### config.mk
export PLATFORM = sky130hd
export DESIGN_NAME = memc_deskew
export DESIGN_NICKNAME = d
export VERILOG_FILES = /design/src/rtl/mm_pkg.sv /design/src/rtl/memc_deskew.sv
export SDC_FILE = /design/constraint.sdc
export NUM_CORES = 2
export LEC_CHECK = 0
export CAP_MARGIN = 30
export CORE_MARGIN = 10
export CORE_UTILIZATION = 45
export DETAILED_ROUTE_END_ITERATION = 10
export DONT_BUFFER_PORTS = 1
export SETUP_SLACK_MARGIN = 0.4
export SYNTH_ARGS = -nofsm -noshare
export SYNTH_HDL_FRONTEND = slang
export SYNTH_SLANG_ARGS = --single-unit
### constraint.sdc
create_clock -name clk -period 8.8 [get_ports clk]
set_input_delay 1.76 -clock clk [delete_from_list [all_inputs] [get_ports clk]]
set_output_delay 1.76 -clock clk [all_outputs]
set_load 0.02 [all_outputs]
### src/rtl/mm_pkg.sv
// Shared matrix-multiply definitions: default array geometry, result element type and
// the output deskew FSM state encoding.
package mm_pkg;

  localparam int DEF_DIM    = 8;
  localparam int DEF_BITS_C = 24;

  typedef logic signed [DEF_BITS_C-1:0] c_t;

  typedef enum logic [1:0] {
    IDLE    = 2'd0,
    COLLECT = 2'd1,
    DRAIN   = 2'd2
  } deskew_state_t;

endpackage

### src/rtl/memc_deskew.sv
// Re-aligns the diagonally skewed result wavefront of the systolic array into a DIM x DIM
// buffer, then drains it one aligned row per valid/ready handshake.
module memc_deskew
  import mm_pkg::*;
#(
  parameter int DIM    = DEF_DIM,
  parameter int BITS_C = DEF_BITS_C
) (
  input  logic                      clk,
  input  logic                      rst,
  input  logic                      en,
  input  logic                      start,
  input  logic [DIM*BITS_C-1:0]     Cin,
  output logic                      busy,
  output logic                      out_valid,
  input  logic                      out_ready,
  output logic [DIM*BITS_C-1:0]     out_data,
  output logic [$clog2(DIM)-1:0]    out_row,
  output logic                      err_ovr
);

  localparam int SW = $clog2(2*DIM);
  localparam int RW = $clog2(DIM);
  localparam logic [SW-1:0] LAST_STEP = SW'(2*DIM-2);
  localparam logic [RW-1:0] LAST_ROW  = RW'(DIM-1);

  deskew_state_t state, state_next;
  logic [SW-1:0] step, step_next;
  logic          busy_next;
  logic          valid_next;
  logic [RW-1:0] row_next;
  logic          load_row;
  logic          cap;

  logic signed [BITS_C-1:0] buffer [DIM][DIM];
  logic [DIM*BITS_C-1:0]    row_vec [DIM];

  // Buffer cell (r,j) is written when the wavefront step reaches r+j; in IDLE step is 0,
  // so an accepted start captures cell (0,0) through the same decode.
  for (genvar r = 0; r < DIM; r++) begin : g_row
    for (genvar j = 0; j < DIM; j++) begin : g_col
      localparam logic [SW-1:0] RJ = SW'(r + j);

      always_ff @(posedge clk) begin
        if (rst) begin
          buffer[r][j] <= '0;
        end else if (cap && (step == RJ)) begin
          buffer[r][j] <= Cin[j*BITS_C +: BITS_C];
        end else begin
          buffer[r][j] <= buffer[r][j];
        end
      end

      assign row_vec[r][j*BITS_C +: BITS_C] = buffer[r][j];
    end
  end

  // Next-state and next-output decode for the collect/drain sequence
  always_comb begin
    state_next = state;
    step_next  = step;
    busy_next  = busy;
    valid_next = out_valid;
    row_next   = out_row;
    load_row   = 1'b0;
    cap        = 1'b0;
    case (state)
      IDLE: begin
        if (en && start) begin
          cap        = 1'b1;
          step_next  = SW'(1);
          busy_next  = 1'b1;
          state_next = COLLECT;
        end else begin
          state_next = IDLE;
        end
      end
      COLLECT: begin
        if (en) begin
          cap = 1'b1;
          if (step == LAST_STEP) begin
            // Row 0 completed at step DIM-1, so it can be loaded on this same edge.
            step_next  = '0;
            valid_next = 1'b1;
            row_next   = '0;
            load_row   = 1'b1;
            state_next = DRAIN;
          end else begin
            step_next = step + SW'(1);
          end
        end else begin
          state_next = COLLECT;
        end
      end
      DRAIN: begin
        if (out_valid && out_ready) begin
          if (out_row == LAST_ROW) begin
            valid_next = 1'b0;
            busy_next  = 1'b0;
            row_next   = '0;
            state_next = IDLE;
          end else begin
            row_next = out_row + RW'(1);
            load_row = 1'b1;
          end
        end else begin
          state_next = DRAIN;
        end
      end
      default: begin
        state_next = IDLE;
        step_next  = '0;
        busy_next  = 1'b0;
        valid_next = 1'b0;
        row_next   = '0;
      end
    endcase
  end

  // Control and output registers
  always_ff @(posedge clk) begin
    if (rst) begin
      state     <= IDLE;
      step      <= '0;
      busy      <= 1'b0;
      out_valid <= 1'b0;
      out_row   <= '0;
      out_data  <= '0;
      err_ovr   <= 1'b0;
    end else begin
      state     <= state_next;
      step      <= step_next;
      busy      <= busy_next;
      out_valid <= valid_next;
      out_row   <= row_next;
      if (load_row) begin
        out_data <= row_vec[row_next];
      end else begin
        out_data <= out_data;
      end
      if (en && start && busy) begin
        err_ovr <= 1'b1;
      end else begin
        err_ovr <= err_ovr;
      end
    end
  end

endmodule
-- Word-level counts from Yosys, hierarchy flattened
Memories as Yosys holds them, arrays and structs flattened.
Index checks and enable logic that the tools add are counted.
- register bits: 204
- memory bits (writable): 1536
- input port bits: 197
- output and inout port bits: 198
- logic and storage cells: 444
- memories kept: 1
- add/sub/neg operators: 2
- order comparisons: 1
- equal/unequal tests: 24
- mux-type cells: 253
- bitwise logic cells: 132
- reductions and logical operators: 24
- memory list (name ; words ; width ; read ports ; clocked after Yosys merged registers in ; wr ports ; RTL line ; source):
    buffer ; 8 ; 192 ; 8 ; 0 ; 8 ; memc_deskew.sv:35 ; logic signed [BITS_C-1:0] buffer [DIM][DIM];
- operator list (kind ; count):
    24-bit 2-to-1 mux ; 128
    192-bit binary-select mux with 3-bit select ; 1
    192-bit 2-to-1 mux ; 2
    1-bit bitwise OR ; 128
    1-bit 2-to-1 mux ; 104
    4-bit == test, second input constant ; 7
    1-bit logical AND ; 18
    4-bit by 3-bit == test with 1-bit output, second input constant ; 4
    3-bit 2-to-1 mux ; 4
    4-bit 2-to-1 mux ; 3
    4-bit one-hot mux with 3 select lines ; 1
    2-bit inequality test, second input constant ; 5
    3-bit one-hot mux with 3 select lines ; 1
    4-bit by 2-bit == test with 1-bit output, second input constant ; 2
    2-bit 2-to-1 mux ; 4
    3-bit inequality test, second input constant ; 2
    1-bit one-hot mux with 3 select lines ; 2
    2-bit one-hot mux with 3 select lines ; 1
    5-bit AND reduction ; 1
    4-bit by 1-bit adder with 4-bit output, second input constant ; 1
    4-bit by 1-bit == test with 1-bit output, second input constant ; 1
    4-bit greater-or-equal comparator, second input constant ; 1
    4-bit logical NOT ; 1
    3-bit inverter with 4-bit output ; 1
    other kinds (10) ; 13

-- Depth between registers and ports, before layout
- depth in word-level cells: 9
- mapped depth: 11
- mapped depth without buffers: 8

-- Worst setup path after synthesis
Ideal clock, no wire load.
- path kind: in2reg
- from: input port rst
- to: memory buffer[0][0] in the netlist's numbering (enable)
- library setup time: 587 ps
- arrival time: 7152 ps
- required time: 8213 ps
- slack: 1061 ps
- stages: 4
- path buffers: 3
- cells stage by stage: clkbuf_1 clkbuf_1 clkbuf_1 nand2b_1
- RTL lines (element ; RTL line ; source):
    start: declaration ; memc_deskew.sv:10 ; input logic rst,
    end: declaration ; memc_deskew.sv:35 ;

-- Final worst setup path
- from: register out_row[1]
- to: register out_data[182]
- word-level cells in the longest chain between the ends: 8
- elaborated cells on any way between the ends: 14
- classes of those cells: 1 x add/sub; 1 x eq/ne; 11 x mux; 1 x bitwise
- ends and longest elaborated chain (element ; RTL line ; source):
    start: declaration ; memc_deskew.sv:18 ; output logic [$clog2(DIM)-1:0] out_row,
    start signal: assignment ; memc_deskew.sv:135 ; out_row <= row_next;
    3-bit by 1-bit adder with 3-bit output / 3-bit == test (equally long branches) ; memc_deskew.sv:103, memc_deskew.sv:97 ;
    3-bit 2-to-1 mux ; memc_deskew.sv:97 ; if (out_row == LAST_ROW) begin
    3-bit 2-to-1 mux ; memc_deskew.sv:96 ; if (out_valid && out_ready) begin
    3-bit one-hot mux with 3 select lines ; memc_deskew.sv:67 ; case (state)
    3-bit inverter with 4-bit output (not written as such) ; memc_deskew.sv:137 ; out_data <= row_vec[row_next];
    192-bit binary-select mux with 3-bit select ; memc_deskew.sv:137 ;
    192-bit 2-to-1 mux (not written as such) (2 in series) ; memc_deskew.sv:137 ;
    end signal: assignment ; memc_deskew.sv:137 ;
    end signal: assignment ; memc_deskew.sv:139 ; out_data <= out_data;
    end: declaration ; memc_deskew.sv:17 ; output logic [DIM*BITS_C-1:0] out_data,
Parallel ways exist; a longest one is shown, timed or not. The select of a mux whose other input is x is not followed.
A chain may end at the register's enable or synchronous reset.

==> impl_metrics.py <==
metrics = {
    "timing": {
        "finalWorstPathRequiredPeriod_ns": 4.42,
        "worstMarginPinSlew_ns": 1.23,
        "hold_viol_final": 0,
        "tns_ns": 0,
        "min_period_over_period": 0.502,
        "rsz0062_at_grt": "no",
        "clock_skew_ns": 0.0291,
        "finalSetupViolCount": 0,
        "fmax_mhz": 226,
        "relSlewSlack": 0.178,
        "final_max_slew_viol_count": 0,
    },
    "setup_path": {
        "crit_slowest_cell": "buf_4",
        "worst_ep_arrival_time_ns": 5.14,
        "critical-path-max-stage-delay_ns": 0.88,
        "cp_max_fo": 59,
        "worstPathRequired_ns": 9.52,
        "crit_chain": "ha_1, ha_1, and4b_1, o2bb2ai_1, nand2b_4, nor3_2, buf_4, buf_4, a22oi_1, o211ai_1",
        "cp_top_family": "buffers and inverters",
        "crit_path_start_kind": "flop",
        "path_buf_inv": 2,
        "endpoint_kind": "flop",
        "worstSetupPathType": "reg2reg",
    },
    "global_route": {
        "grt_pass1_vias": 46500,
        "grt_pass1_wl_mm": 329,
        "grt_usage": 0.236,
        "antenna_found_initial": 4,
        "grt_max_degree": 200,
        "grt-ovfl-total": 0,
    },
    "clock_tree": {
        "ctsHtreeMaxLevel": 4,
        "cts-root-buf": "clkbuf_16",
        "numCtsBuffers": 186,
        "path_clk_slew_ns": 0.07,
        "post-cts-setup-buffers": 0,
        "ctsLongestPathBuffers": 3,
        "cts_tree": "done",
        "cts.sinks": 1740,
        "clk_latency_ns": 0.82,
        "ctsResizeCount": 0,
        "cts_hold_buf": 0,
    },
    "yosys": {
        "ys_seq_area_frac": 0.657,
        "ys_ff_latch": 1740,
        "synth_area_leaders": "edfxtp_1 60%, and2_1 11%, dfxtp_1 5.3%",
        "synth_fp_nets": 5856,
        "yosysWarnings": 0,
        "synthFlopType": "edfxtp_1",
        "syn_area_per_cell_um2": 13.5,
        "synth_top_area_share": 0.603,
        "yosys.area.top_type": "edfxtp_1",
        "synth.top_cells.by_count": "1536 x edfxtp_1, 1345 x and2_1, 392 x clkbuf_1",
        "syn-cell-area_mm2": 0.0765,
        "synth_most_common_cell": "edfxtp_1",
        "synth_edf_count": 1536,
        "async_flop_share": 0,
        "yosys.cell_types.count": 47,
        "syn_inst": 5653,
    },
    "drt": {
        "dr.pass1.iters": 5,
        "drt_iter0_drc": 3728,
        "m1WireLength_mm": 92.4,
        "route.top_layer_used": "met5",
        "via_per_inst": 5.89,
        "route.met3.wl_mm": 15.4,
        "wl_met2_mm": 111,
        "ant_nets": 0,
        "routed_wl_mm": 226,
        "drc": 0,
        "num_vias": 46200,
        "wl_per_cell_um": 28.8,
    },
    "run": {
        "cap_viol_max_count": 0,
    },
    "power_and_ir_drop": {
        "peakVddDrop_v": 0.000197,
        "powerDensity_mw_per_mm2": 205,
        "p_leak_nw": 29.5,
        "finalPower_mw": 17.4,
    },
    "placement": {
        "dp.final_hpwl_mm": 116,
        "post-place-cells": 7485,
        "place_congestion": 0.737,
        "numPortBuffers": 0,
    },
    "cells_and_area": {
        "instances_no_fill": 7841,
        "drive_above_1_share": 0.135,
        "area_delta_synth_final_pct": 10.8,
        "nets": 5661,
    },
    "die": {
        "dieArea_mm2": 0.187,
        "initial_core_util": 0.452,
        "die_h_um": 432,
        "fp.dieW_um": 432,
        "core_region_area_mm2": 0.169,
        "rows": 151,
        "io_pins": 395,
    },
    "outcome": {
        "status": "completed",
    },
    "hold_path": {
        "hold_class": "reg2reg",
    },
}
worst paths after layout:
kind,start,end,slack [ns],cells after the start
min reg2reg,buffer[1][493],out_data[85],0.51,2
max,out_row[1],out_data[182],4.38,10
min,buffer[1][493],out_data[85],0.51,2
max reg2reg,out_row[1],out_data[182],4.38,10
routing by layer:
layer	vias up	global-route usage
met2	1478	0.400
met4	2	0.0799
met5	-	0
met1	23900	0.302
li1	20500	-
met3	337	0.0472
registers in the layout, indices dropped and copies added (netlist names):
| name | count |
|---|---|
| step | 4 |
| out_row | 3 |
| out_valid | 1 |
| out_data | 192 |
| err_ovr | 1 |
| state | 2 |
| buffer | 1536 |
| busy | 1 |
final cells by class:
| class | count | area (um2) |
|---|---|---|
| fillers | 14300 | 84300 |
| clock buffers | 280 | 5300 |
| flip-flops and latches | 1740 | 50200 |
| clock inverters | 68 | 686 |
| well taps | 2218 | 2780 |
| inverters | 30 | 113 |
| multi-input cells | 3397 | 24400 |
| repair buffers | 103 | 1260 |
| diodes | 5 | 12.5 |
report_power, final:
group	switching (mW)	total, mW	internal, mW	leakage [nW]
clock network	3.31	7.72	4.41	2.93
logic	0.304	0.395	0.0918	9.06
registers	0.0655	9.28	9.21	17.5
total	3.68	17.4	13.7	29.5
cell usage in the layout, fill, tap and decap left out, types with 21 or more instances in the layout:
cell,n
a22oi_1,193
clkbuf_1,69
mux2_1,28
mux2i_1,192
clkinv_2,34
mux2_2,164
edfxtp_1,1536
nand2b_1,27
o32a_1,192
and2_1,1345
inv_1,30
nand2_1,21
dfxtp_1,204
o211ai_1,205
or3_1,194
nor3_1,197
clkbuf_16,190
buf_4,73
o211ai_2,179
nor2_1,370
clkbuf_8,21
stage by stage:
| stage | worst slack (ns) | utilization | hold slack [ns] | area [um2] |
|---|---|---|---|---|
| floorplan | 1.06 | - | 0.469 | 76500 |
| global placement | 3.67 | 0.463 | 0.493 | 78300 |
| detailed placement | 3.66 | 0.465 | 0.498 | 78700 |
| CTS | 4.31 | 0.501 | 0.511 | 84700 |
| global route | 4.18 | 0.501 | 0.523 | 84700 |
| finish | 4.38 | 0.501 | 0.505 | 84800 |
cell families after synthesis:
kind of cell,count (synthesis),share of synthesized area
and+or+nand+nor,2201,0.164
DFF,1740,0.657
AOI/OAI and AO/OA,806,0.0969
buffers and inverters,516,0.0282
muxes,384,0.0534
adders and majority gates,6,0.000982
worst reg2reg max path: stages (launching register included):
cell and delay (ns):
dfxtp_1 0.52, ha_1 0.30, ha_1 0.21, and4b_1 0.31
o2bb2ai_1 0.26, nand2b_4 0.50, nor3_2 0.37, buf_4 0.54
buf_4 0.90, a22oi_1 0.27, o211ai_1 0.14
(Power assumes the default switching activity.)
